<file path="src/rtl/pattern_hflipper_if.sv">
// rtl/pattern_hflipper_if.sv - line/handshake bundle for the pattern horizontal flipper
interface pattern_hflipper_if #(
  parameter int PIXEL_BITS = 2,
  parameter int PIXELS     = 8
);
  localparam int LINE_W = PIXEL_BITS * PIXELS;

  logic [LINE_W-1:0] pattern_i;
  logic              hflip_i;
  logic [LINE_W-1:0] line_o;
  logic              in_valid_i;
  logic              in_ready_o;
  logic              out_valid_o;
  logic              out_ready_i;
  logic [LINE_W-1:0] line_q_o;
  logic              hflip_q_o;

  modport slave (
    input  pattern_i,
    input  hflip_i,
    input  in_valid_i,
    input  out_ready_i,
    output line_o,
    output in_ready_o,
    output out_valid_o,
    output line_q_o,
    output hflip_q_o
  );

  modport master (
    output pattern_i,
    output hflip_i,
    output in_valid_i,
    output out_ready_i,
    input  line_o,
    input  in_ready_o,
    input  out_valid_o,
    input  line_q_o,
    input  hflip_q_o
  );
endinterface

</file>
<file path="src/rtl/pattern_hflipper.sv">
// rtl/pattern_hflipper.sv - combinational pattern-line mirror plus one-entry valid/ready stage
module pattern_hflipper #(
  parameter int PIXEL_BITS = 2,
  parameter int PIXELS     = 8
) (
  input  logic                clk,
  input  logic                rst,
  pattern_hflipper_if.slave   bus
);
  localparam int LINE_W = PIXEL_BITS * PIXELS;

  // Pixel 0 sits in the top bits; mirroring swaps whole pixels, keeping bit order inside each.
  function automatic logic [LINE_W-1:0] flip_line(input logic [LINE_W-1:0] p, input logic h);
    logic [LINE_W-1:0] r;
    r = p;
    if (h) begin
      for (int x = 0; x < PIXELS; x++) begin
        r[PIXEL_BITS*x +: PIXEL_BITS] = p[PIXEL_BITS*(PIXELS-1-x) +: PIXEL_BITS];
      end
    end
    return r;
  endfunction

  logic [LINE_W-1:0] flipped;
  logic              in_ready;
  logic              accept;

  logic              out_valid_d, out_valid_q;
  logic [LINE_W-1:0] line_d,      line_q;
  logic              hflip_d,     hflip_q;

  assign flipped = flip_line(bus.pattern_i, bus.hflip_i);

  always_comb begin
    in_ready    = !out_valid_q || bus.out_ready_i;
    accept      = bus.in_valid_i && in_ready;
    out_valid_d = out_valid_q;
    line_d      = line_q;
    hflip_d     = hflip_q;
    if (accept) begin
      // A same-cycle drain and accept simply overwrites the old entry.
      out_valid_d = 1'b1;
      line_d      = flipped;
      hflip_d     = bus.hflip_i;
    end else if (out_valid_q && bus.out_ready_i) begin
      out_valid_d = 1'b0;
    end
  end

  always_ff @(posedge clk or posedge rst) begin
    if (rst) begin
      out_valid_q <= 1'b0;
      line_q      <= '0;
      hflip_q     <= 1'b0;
    end else begin
      out_valid_q <= out_valid_d;
      line_q      <= line_d;
      hflip_q     <= hflip_d;
    end
  end

  assign bus.line_o      = flipped;
  assign bus.in_ready_o  = in_ready;
  assign bus.out_valid_o = out_valid_q;
  assign bus.line_q_o    = line_q;
  assign bus.hflip_q_o   = hflip_q;
endmodule

</file>
<file path="src/flat_wrapper.sv">
// flat-port wrapper written by rule: the top's interface ports become plain ports
module pattern_hflipper_flat 
#(
  parameter int PIXEL_BITS = 2,
  parameter int PIXELS     = 8
)
  (clk, rst, bus_pattern_i, bus_hflip_i, bus_in_valid_i, bus_out_ready_i, bus_line_o, bus_in_ready_o, bus_out_valid_o, bus_line_q_o, bus_hflip_q_o);
  pattern_hflipper_if #(.PIXEL_BITS(PIXEL_BITS), .PIXELS(PIXELS)) bus_i ();
  input  logic clk;
  input  logic rst;
  input wire logic [$bits(bus_i.pattern_i)-1:0] bus_pattern_i;
  input wire logic [$bits(bus_i.hflip_i)-1:0] bus_hflip_i;
  input wire logic [$bits(bus_i.in_valid_i)-1:0] bus_in_valid_i;
  input wire logic [$bits(bus_i.out_ready_i)-1:0] bus_out_ready_i;
  output wire logic [$bits(bus_i.line_o)-1:0] bus_line_o;
  output wire logic [$bits(bus_i.in_ready_o)-1:0] bus_in_ready_o;
  output wire logic [$bits(bus_i.out_valid_o)-1:0] bus_out_valid_o;
  output wire logic [$bits(bus_i.line_q_o)-1:0] bus_line_q_o;
  output wire logic [$bits(bus_i.hflip_q_o)-1:0] bus_hflip_q_o;
  assign bus_i.pattern_i = bus_pattern_i;
  assign bus_i.hflip_i = bus_hflip_i;
  assign bus_i.in_valid_i = bus_in_valid_i;
  assign bus_i.out_ready_i = bus_out_ready_i;
  assign bus_line_o = bus_i.line_o;
  assign bus_in_ready_o = bus_i.in_ready_o;
  assign bus_out_valid_o = bus_i.out_valid_o;
  assign bus_line_q_o = bus_i.line_q_o;
  assign bus_hflip_q_o = bus_i.hflip_q_o;
  pattern_hflipper #(.PIXEL_BITS(PIXEL_BITS), .PIXELS(PIXELS)) u_core (.clk(clk), .rst(rst), .bus(bus_i));
endmodule
</file>
<file path="config.mk">
export PLATFORM = sky130hd
export DESIGN_NAME = pattern_hflipper_flat
export DESIGN_NICKNAME = d
export VERILOG_FILES = /design/src/rtl/pattern_hflipper_if.sv /design/src/rtl/pattern_hflipper.sv /design/src/flat_wrapper.sv
export SDC_FILE = /design/constraint.sdc
export NUM_CORES = 1
export LEC_CHECK = 0
export CORE_ASPECT_RATIO = 0.9
export CORE_UTILIZATION = 36
export DETAILED_ROUTE_END_ITERATION = 6
export HOLD_SLACK_MARGIN = 0.1
export PLACE_DENSITY = 0.88
export SLEW_MARGIN = 5
export SYNTH_ARGS = -nofsm -noshare
export SYNTH_HDL_FRONTEND = slang
export SYNTH_SLANG_ARGS = --single-unit
</file>
<file path="constraint.sdc">
create_clock -name clk -period 1.9 [get_ports clk]
set_clock_uncertainty 0.05 [all_clocks]
set_input_delay 0.57 -clock clk [delete_from_list [all_inputs] [get_ports clk]]
set_output_delay 0.57 -clock clk [all_outputs]
set_load 0.01 [all_outputs]
</file>
# After elaboration in Yosys (flattened, before gate mapping)
# Index checks and enable logic that the tools add are counted.
[totals] regBits=18 romBits=0 ram_bits=0 in_bits=21 memories=0 latchBits=0 wordCells=11 output_inout_bits=35
[op_classes] n_reduce_logical=5 order_cmp=0 div=0 n_mux=3 eq_ne=0 n_shift=0 mul=0 n_addsub=0 bitwise=0
[ops] cell="$mux 16" n=1
[ops] cell="$logic_and 1x1->1" n=2
[ops] cell="$mux 1" n=2
[ops] cell="$reduce_bool 2->1" n=1
[ops] cell="$logic_not 1->1" n=1
[ops] cell="$logic_or 1x1->1" n=1

# Longest topological paths before layout
[depth] word_depth=4 mapped_depth=4 depth_no_buf=3

# Worst setup path before layout
# No wires, ideal clock.
[synth_timing] kind="input -> output" start="in bus_hflip_i" end="out bus_line_o[0]" arrival_time_ns=1.137 path_slack_ns=0.143 path_stages=3 path_buffers=2 t_required_ns=1.280 path_cell_list="buf_6 -> buf_12 -> mux2_4"
[synth_via] elab_chain_cells=1
[synth_rtl] element="from (decl)" line="flat_wrapper.sv:12" source="input wire logic [$bits(bus_i.hflip_i)-1:0] bus_hflip_i;"
[synth_rtl] element="$mux 16" line="pattern_hflipper.sv:16" source="if (h) begin"
[synth_rtl] element="to (decl)" line="flat_wrapper.sv:15" source="output wire logic [$bits(bus_i.line_o)-1:0] bus_line_o;"
# No other way between the ends.

# Worst setup path in the final report
[layout_timing] start="in bus_hflip_i" end="out bus_line_o[1]"
# Same word-level chain as after synthesis.

==> results.txt <==
routed vias/inst: 4.91
CP top delay family: buffers and inverters
area growth from synthesis to layout: 79.4%
combinational power share: 40.8%
Starting DRT DRC Count: 1
FF-to-FF setup slack: 0.57 ns
unrepaired setup endpoints after global routing: no
first-pass GRT wire length: 3800 um
total congestion overflow: 0
power share of the clock group: 16.9%
WS Path Type: in2out
fin. max-slew vios: 0
mapped cell area: 917 um^2
share of the synthesized area in the top cell type: 49.1%
fillers: 174
synth unique cells: 9
PwrDens: 686 nW/um^2
Final nets: 144
Slew @ Worst Pin: 0.232 ns
maximum operating frequency: 532 MHz
Hold Slack: 0.463 ns
Final Hold Viols: 0
post-synthesis sequential area ratio: 49.1%
Register-to-Register Path Depth: 5
Setup crit end: bus_line_o[1]
CP endpoint kind: primary output
wire per inst: 15.3 um
min-delay src: u_core.bus.hflip_q_o
Final Critical Period: 1.88 ns
Critical Path, Cell by Cell: buf_12, buf_16, mux2_4, buf_6
initial core utilization: 40.2%
die width: 55.2 um
CTS H-tree depth: 1
DRC viols: 0
Max Cap Viol: 0
Routed Antenna Nets: 0
RD Place Congestion: 0.653
Worst EP required: 1.28 ns
dpl hpwl: 1630 um
Mean Syn Cell Area: 15.8 um^2
maximum VDD drop: 0.000498 V
router iterations before antenna repair: 3
maximum buffer depth of the clock tree: 2
largest net degree at the start of global routing: 19
Ant. Diodes: 0
Int Pwr: 0.819 mW
clk slew on worst S/H paths: 0.09 ns
Worst slew margin: 84.5%
Synth area leader: dfrtp_1
share of cells above drive strength 1: 52.9%
Hold Buf Count CTS: 0
leading cell type in the layout, fill and taps excluded: clkdlybuf4s50_1
crit path launch: bus_hflip_i
via count: 726
r2r endpoint: u_core.bus.line_q_o[14]
outcome: completed
Die Y: 49.9 um
Setup violations, final: 0
row cnt: 16
final WL: 2260 um
switching share of power: 27.5%
CP peak stage delay: 0.31 ns
root buffer cell: clkbuf_4
crit start category: input port
Post-CTS Setup Bufs: 0
reg-to-reg startpoint: u_core.bus.out_valid_o
Clock Latency Late Sink: 0.28 ns
yosys warns: 0
initial antenna violation count: 0
worst-path maximum fanout: 8
clk sink count: 18
Crit-path slowest cell: mux2_4
Pwr Total: 1.13 mW
P_sw: 0.310 mW
IO buf count: 55
Hold Crit Class: reg2reg
Post-Syn Nets: 79
final setup TNS: 0 ns
core area: 2280 um^2
total track usage: 18.1%
most frequent cells in the layout: clkdlybuf4s50_1, dfrtp_1, mux2_2, buf_6
post-synthesis cell count: 58
Buf+Inv Stages, Crit Path: 3
I/O Pins: 56
critical path depth: 4
final worst-path cycle share: 99.0%
CTS Buf Count: 3
sequential fraction of design power: 42.3%
Yosys reg bits: 18
WP data arrival: 1.26 ns
number of global-route vias before repair: 778
Leak: 0.786 nW
top post-synthesis cells by area: dfrtp_1, mux2_2, mux2_4
CTS tree: yes
die area: 2750 um^2
==> synthesized netlist by cell type (all sizes together) <==
library cell and instances:
nand2 1, mux2 33, inv 1, dfrtp 18
buf 3, nand2b 2
==> timing repair <==
action | 4_1_cts | 5_1_grt
resized for setup | 116 | 5
setup endpoints to repair | 17 | 4
cloned | 2 | 0
==> metal layers <==
metal  track usage [%]  vias to the layer above  part of all wire, %
met2              28.3                       35                   48
li1                  -                      336                    -
met4              7.50                        0                 0.40
met3              5.51                        2                  9.4
met5                 0                        -                    0
met1              23.2                      353                   42
==> worst register-to-register path, delay by kind of cell, from the launching register on <==
kind                   cells  cell delay [ns]
DFF                        1             0.40
muxes                      1             0.34
buffers and inverters      2             0.29
and+or+nand+nor            2             0.15
==> flip-flops by register name (all words and copies together), names as in the netlist <==
name                    cells
u_core.bus.line_q_o        16
u_core.bus.out_valid_o      1
u_core.bus.hflip_q_o        1
==> stage by stage <==
step / setup slack, ns / std cells / utilization, % / instance area [um^2]
2_1_floorplan: 0.143 / 58 / - / 917
3_3_place_gp: -0.817 / 143 / 66.6 / 1520
3_5_place_dp: -0.830 / 143 / 66.6 / 1520
4_1_cts: 0.0102 / 148 / 70.9 / 1620
5_1_grt: 0.000176 / 148 / 72.1 / 1650
6_report: 0.0188 / 148 / 72.1 / 1650
==> area by class of cell <==
type	count	area, um^2	area share, %
clock buffers	3	22.5	1.37
flip-flops and latches	18	450	27.4
well taps	27	33.8	2.05
inverters	1	3.75	0.228
multi-input cells	36	458	27.8
repair buffers	63	677	41.1
==> logic make-up after synthesis <==
family,synth area share (%)
and+or+nand+nor,2.05
muxes,44.2
buffers and inverters,4.64
DFF,49.1
==> worst min path at each step <==
| stage | slack (ns) | cells after the start | end |
|---|---|---|---|
| floorplan | 0.46 | 1 | u_core.bus.hflip_q_o |
| global placement | 0.44 | 1 | u_core.bus.line_q_o[4] |
| detailed placement | 0.45 | 1 | u_core.bus.line_q_o[7] |
| CTS | 0.47 | 1 | u_core.bus.line_q_o[11] |
| global route | 0.48 | 1 | u_core.bus.line_q_o[1] |
| finish | 0.46 | 1 | u_core.bus.hflip_q_o |
==> power groups by stage <==
stage	sequential, mW	combinational (mW)	clock (mW)
final	0.477	0.461	0.190
after global routing	0.486	0.489	0.210
after CTS	0.477	0.460	0.197
after detailed placement	0.485	0.438	0
after global placement	0.481	0.429	0
after floorplan	0.514	0.151	0
(Power assumes the default switching activity.)
